**src/rtl/rf_write_arbiter.sv**
```systemverilog
// Register-file write-port arbiter: the pipeline write-back has fixed priority and a long-latency unit uses valid/ready.
// Write path has one-cycle latency; a starved ext request forces a one-cycle pipeline stall to get its slot.
module rf_write_arbiter #(
  parameter int XLEN         = 32,
  parameter int STARVE_LIMIT = 4,
  parameter int CNT_W        = 4
) (
  input  logic            clk,
  input  logic            reset,
  input  logic            wb_valid,
  input  logic [4:0]      wb_rd,
  input  logic [XLEN-1:0] wb_data,
  input  logic            ext_valid,
  input  logic [4:0]      ext_rd,
  input  logic [XLEN-1:0] ext_data,
  output logic            ext_ready,
  output logic            stall_req,
  output logic            rf_we,
  output logic [4:0]      rf_rd,
  output logic [XLEN-1:0] rf_wd
);

  typedef enum logic [1:0] {IDLE, WAIT, FORCE} state_t;

  state_t            state, state_nx;
  logic [CNT_W-1:0]  cnt, cnt_nx;
  logic              grant_wb, grant_ext, grant;
  logic [4:0]        sel_rd;
  logic [XLEN-1:0]   sel_data;

  always_comb begin
    grant_wb  = 1'b0;
    grant_ext = 1'b0;
    if (state == FORCE) begin
      grant_ext = ext_valid;
    end else begin
      grant_wb  = wb_valid;
      grant_ext = ext_valid && !wb_valid;
    end
  end

  assign grant     = grant_wb || grant_ext;
  assign ext_ready = grant_ext && !reset;
  assign sel_rd    = grant_ext ? ext_rd   : wb_rd;
  assign sel_data  = grant_ext ? ext_data : wb_data;

  always_comb begin
    state_nx = state;
    cnt_nx   = cnt;
    case (state)
      IDLE: begin
        if (ext_valid && wb_valid) begin
          state_nx = WAIT;
          cnt_nx   = CNT_W'(1);
        end else begin
          state_nx = IDLE;
          cnt_nx   = '0;
        end
      end
      WAIT: begin
        if (grant_ext) begin
          state_nx = IDLE;
          cnt_nx   = '0;
        end else if (cnt == CNT_W'(STARVE_LIMIT)) begin
          state_nx = FORCE;
        end else begin
          cnt_nx = cnt + CNT_W'(1);
        end
      end
      default: begin
        // FORCE always lasts one cycle, even if the ext unit broke protocol and dropped valid.
        state_nx = IDLE;
        cnt_nx   = '0;
      end
    endcase
  end

  always_ff @(posedge clk) begin
    if (reset) begin
      state     <= IDLE;
      cnt       <= '0;
      stall_req <= 1'b0;
      rf_we     <= 1'b0;
      rf_rd     <= '0;
      rf_wd     <= '0;
    end else begin
      state     <= state_nx;
      cnt       <= cnt_nx;
      stall_req <= (state_nx == FORCE);
      rf_we     <= grant && (sel_rd != 5'd0);
      if (grant) begin
        rf_rd <= sel_rd;
        rf_wd <= sel_data;
      end
    end
  end

endmodule

```
**config.mk**
```make
export PLATFORM = sky130hd
export DESIGN_NAME = rf_write_arbiter
export DESIGN_NICKNAME = d
export VERILOG_FILES = /design/src/rtl/rf_write_arbiter.sv
export SDC_FILE = /design/constraint.sdc
export NUM_CORES = 1
export LEC_CHECK = 0
export BUFFER_PORTS_ARGS = -buffer_cell sky130_fd_sc_hd__buf_2
export CAP_MARGIN = 20
export CORE_MARGIN = 2
export CORE_UTILIZATION = 49
export DETAILED_ROUTE_END_ITERATION = 8
export GPL_TIMING_DRIVEN = 0
export PLACE_DENSITY = 0.86
export RECOVER_POWER = 100
export SYNTH_ARGS = -nofsm -noshare
export SYNTH_HDL_FRONTEND = slang
export SYNTH_SLANG_ARGS = --single-unit
```
**constraint.sdc**
```tcl
create_clock -name clk -period 2.2 [get_ports clk]
set_clock_uncertainty 0.1 [all_clocks]
set_input_delay 0.22 -clock clk [delete_from_list [all_inputs] [get_ports clk]]
set_output_delay 0.22 -clock clk [all_outputs]
set_load 0.01 [all_outputs]
```
; Yosys cells after proc, flatten, opt, wreduce, memory -nomap -nowiden
; Cells that the tools add are included.
[totals]
register_bits = 45
elab_cells = 33
input_bits = 78
output_inout_bits = 40
[classes]
reduce_logical = 9
n_eq_ne = 5
n_mux = 12
addsub = 1
[ops]
columns = op, n
row1 = $mux W32, 1
row2 = $mux W4, 2
row3 = $pmux W4 S2, 1
row4 = $mux W5, 1
row5 = $reduce_bool A5 Y1, 1
row6 = $add A4 B1 Y4 const B, 1
row7 = $eq A2 B2 Y1 const B, 2
row8 = $eq A4 B3 Y1 const B, 1
row9 = $logic_and A1 B1 Y1, 4
row10 = $mux W1, 4
row11 = $mux W2, 2
row12 = $pmux W2 S2, 1
row13 = $ne A3 B3 Y1 const B, 1
row14 = $eq A2 B1 Y1 const B, 1
row15 = $logic_not A1 Y1, 2
row16 = $logic_not A2 Y1, 1
row17 = $logic_or A1 B1 Y1, 1

; Longest topological paths before layout
[depth]
depth_word = 6
depth_mapped = 5
mapped_depth_nobuf = 5

; Worst setup path after synthesis
; No wires, ideal clock.
[synth_timing]
path_kind = flip-flop to flip-flop
startpoint = reg cnt[0]
endpoint = reg cnt[1]
stages_incl_launch_ff = 6
t_required_ps = 1981
setup_slack_ps = 966
arrival_time_ps = 1015
synth_period_minus_slack_ps = 1234
setup_ps = 119
n_path_buf = 0
cell_sequence = dfxtp_1 -> inv_1 -> ha_1 -> nand3b_1 -> mux2i_1 -> nor2_1
[synth_via]
elab_chain_len = 4
word_cells_on_any_way = 6
classes_between = add/sub: 1 / eq/ne: 2 / mux: 3
[synth_lines]
columns = item, line
row1 = from (decl), 26  ; logic [CNT_W-1:0] cnt, cnt_nx;
row2 = from (signal assigned), 88  ; cnt <= cnt_nx;
row3 = $add A4 B1 Y4, 67  ; cnt_nx = cnt + CNT_W'(1);
row4 = $mux W4, 64  ; end else if (cnt == CNT_W'(STARVE_LIMIT)) begin
row5 = $mux W4, 61  ; if (grant_ext) begin
row6 = $pmux W4 S2, 50  ; case (state)
; Several ways; a longest one is shown, not always the timed one. The select of a mux whose other input is x is not followed.
; A chain may end at the register's enable or synchronous reset.

; Final worst setup path
[layout_timing]
startpoint = reg state[0]
endpoint = reg rf_wd[29]
[layout_via]
elab_chain_len = 3
word_cells_on_any_way = 5
classes_between = eq/ne: 1 / mux: 3 / reduce/logical: 1
[layout_lines]
columns = item, line
row1 = from (decl), 25  ; state_t state, state_nx;
row2 = from (signal assigned), 87  ; state <= state_nx;
row3 = $eq A2 B2 Y1 (*), 34  ; if (state == FORCE) begin
row4 = $mux W1, 34
row5 = $mux W32 / $logic_or A1 B1 Y1 (equally long branches), "45, 42"
row6 = to (signal assigned), 93  ; rf_wd <= sel_data;
row7 = to (decl), 20  ; output logic [XLEN-1:0] rf_wd
; Every way passes the cells marked *; elsewhere a longest branch is shown, timed or not.

==> results.md <==
### Placed design
- 382 — Cell Count Post-Placement
- 4600 um — hpwl dp
- 0.786 — placer congestion estimate
- 116 — buffers added on ports
- 2920 um^2 — cell area reported after detailed placement

### Synth
- 0 — EDFF count, synth
- dfxtp_1 — library cell occupying the most area in the post-synthesis netlist
- 0 — Synth warnings
- 0.396 — fraction of post-synthesis cell area in the top cell type by area
- dfxtp_1 (40%), a211oi_1 (18%), mux2i_1 (17%) — cell types with the largest area share after synthesis
- 294 — Net Count, Synth
- 214 — number of cells produced by synthesis
- 0 — async set-or-reset flop fraction in the synthesized netlist
- dfxtp_1 — top_reg_cell synth
- 10.6 um^2 — Avg Inst Size Synth
- 45 — total of flip-flops plus latches after synthesis
- a211oi_1 (54), dfxtp_1 (45), mux2i_1 (38), a211oi_2 (20), buf_2 (11) — synth cell count leaders
- 2280 um^2 — synthesized area
- 25 — Unique masters post-synth
- 0.396 — sequential share of the synthesized area
- a211oi_1 — most frequent cell after synthesis

### Finish
- 390 — non-filler instance count after layout
- 400 — FILL cells
- 417 — Final nets
- 2850 um^2 — final instance area
- 0 — count of antenna diodes in the layout
- 0.296 — proportion of layout cells with a drive suffix above 1
- 25.2% — Synth-to-Final Area Change

### STA
- false — unrepaired setup endpoints after global routing
- 585 MHz — Max Fclk
- 0 — # setup viols final
- 0 ns — Setup Total Neg Slack
- 0.521 ns — pin slew with the least headroom to its limit
- 0 — max-slew violation count
- 0 — endpoints failing hold
- 0.777 — share of the cycle needed by the critical path after routing
- 0.653 — Slew headroom
- 1.71 ns — Tmin final

### Worst setup path
- 1.77 ns — WP data arrival
- 2.26 ns — required time at the endpoint of the critical path
- 5 — worst reg2reg path depth
- 10 — highest fanout seen on the critical path
- register — Critical Path Start Type
- register — crit end category
- reg -> reg — class of the most critical setup path

### Clock tree
- 0 — CTS resizes
- 0 — CTS Hold Bufs
- 5 — clock buffer count from CTS
- 2 — buffer depth of the longest clock path
- 2 — level count of the clock H-tree
- 0 — Setup Fix Bufs, Post-CTS
- 45 — number of sinks driven by the clock tree
- clkbuf_8 — clock root buffer
- 0.08 ns — clock transition at the registers of the reported paths
- done — CTS tree
- 0.29 ns — insertion delay to the later sink of the worst-skew pair

### Pwr
- 1.73 mW — Power, Total
- 607 nW/um^2 — areal power density over the cells
- 1.23 nW — static leakage
- 0.336 mV — Worst VDD drop
- 0.200 — Gate power share
- 1.25 mW — internal power
- 0.280 — part of the power in the clock network
- 0.520 — Sequential Power Share
- 0.478 mW — net switching power figure
- 0.276 — sw frac

### Die
- 72.2 um — die boundary height
- 0.516 — Starting Density
- 118 — number of placed I/O pins
- 72.2 um — Die X-Extent
- 5210 um^2 — floorplan die area
- 4410 um^2 — placeable core region
- 24 — floorplan row count

### Detailed routing
- 6180 um — overall routed net length
- 0 — ANT nets after route
- 15.9 um — routed len/inst
- 4 — TritonRoute pass-1 iters
- 0 — post-detailed-route DRC marker count
- 110 — starting DRC count in detailed routing
- 5.65 — Vias per Instance
- 2,202 — via count

### Global route
- met2 — most used routing layer in global routing
- 0 — total congestion overflow
- 2,147 — number of global-route vias before repair
- 13 — largest net degree at the start of global routing
- 9750 um — first-pass GRT wire length
- 0 — initial antenna violation count
- 0.280 — met1 Resource Use GR
- 0.0542 — met3 usage
- 0.416 — met2 Track Usage GR
- 0.238 — all-layer global routing usage

### Outcome
- completed — run status

### Min path
- in -> reg — class of the most critical hold timing path
- 3 — cell depth of the worst min-delay path

### Job
- 0 — max capacitance violation total

-- per-stage QoR --
| step | worst slack [ns] | util | hold slack (ns) |
|---|---|---|---|
| 5_1_grt | 0.368 | 0.645 | 0.123 |
| 2_1_floorplan | 0.966 | - | 0.280 |
| 6_report | 0.492 | 0.645 | 0.104 |
| 3_5_place_dp | 0.731 | 0.662 | 0.404 |
| 3_3_place_gp | 0.746 | 0.662 | 0.395 |
| 4_1_cts | 0.523 | 0.680 | 0.0947 |
-- metal layers --
| metal | up-vias | wire length [um] |
|---|---|---|
| li1 | 1075 | - |
| met1 | 1009 | 2590 |
| met2 | 102 | 3000 |
| met3 | 16 | 446 |
| met4 | 0 | 147 |
| met5 | - | 0 |
-- flip-flops by register name (all words and copies together), names as in the netlist --
signal and flops:
stall_req 1, rf_rd 5, rf_wd 32, cnt 4, rf_we 1, state 2
-- power by group through the flow --
stage,Clock [mW],Combinational [mW],Sequential [mW]
floorplan,0,0.193,0.941
global placement,0,0.372,0.915
detailed placement,0,0.382,0.916
CTS,0.496,0.384,0.898
global route,0.536,0.377,0.905
finish,0.485,0.345,0.899
-- cell type report --
| type | count | area [um^2] | area share |
|---|---|---|---|
| multi-input cells | 140 | 1130 | 0.397 |
| flip-flops and latches | 45 | 901 | 0.316 |
| repair buffers | 116 | 531 | 0.186 |
| plain buffers | 23 | 119 | 0.0417 |
| clock buffers | 8 | 80.1 | 0.0281 |
| well taps | 52 | 65.1 | 0.0228 |
| inverters | 6 | 22.5 | 0.00791 |
-- final timing paths --
kind / start / to / slack [ns]
hold / removal: ext_rd[2] / rf_we / 0.10
setup reg to reg: state[0] / rf_wd[29] / 0.49
setup / recovery: state[0] / rf_wd[29] / 0.49
hold reg to reg: state[0] / cnt[0] / 0.42
-- kinds of logic (layout without fill, tap and decap cells) --
family | Yosys count | in the layout | share of synthesized area
mux | 38 | 38 | 0.167
xor+xnor | 3 | 3 | 0.0115
flops | 45 | 45 | 0.396
simple gates | 17 | 17 | 0.0368
buf+inv | 29 | 153 | 0.0720
compound gates | 80 | 80 | 0.306
fa+ha+maj | 2 | 2 | 0.0110
-- critical path: stages (launching register included) --
cell and delay, ns:
dfxtp_1 0.36, nand2b_1 0.18, nand2_1 0.09, clkbuf_1 0.39
clkbuf_2 0.34, a211oi_1 0.12
-- cell usage in the layout, fill, tap and decap left out --
cell / instances
buf_4: 1
inv_2: 1
buf_2: 85
mux2i_1: 38
clkbuf_1: 50
dfxtp_1: 45
buf_1: 2
inv_1: 5
a211oi_1: 70
a211oi_2: 4
clkbuf_8: 5
xor2_1: 1
clkbuf_2: 2
ha_1: 2
nand3_1: 2
buf_6: 2
o211ai_1: 1
nand3b_1: 1
xnor2_1: 2
a211o_1: 1
a21oi_1: 3
o32ai_1: 1
nor3_1: 1
nor2_1: 7
nand2_1: 2
nand2b_1: 2
or4_1: 2
Note: power is estimated with default switching activity, not from simulation.
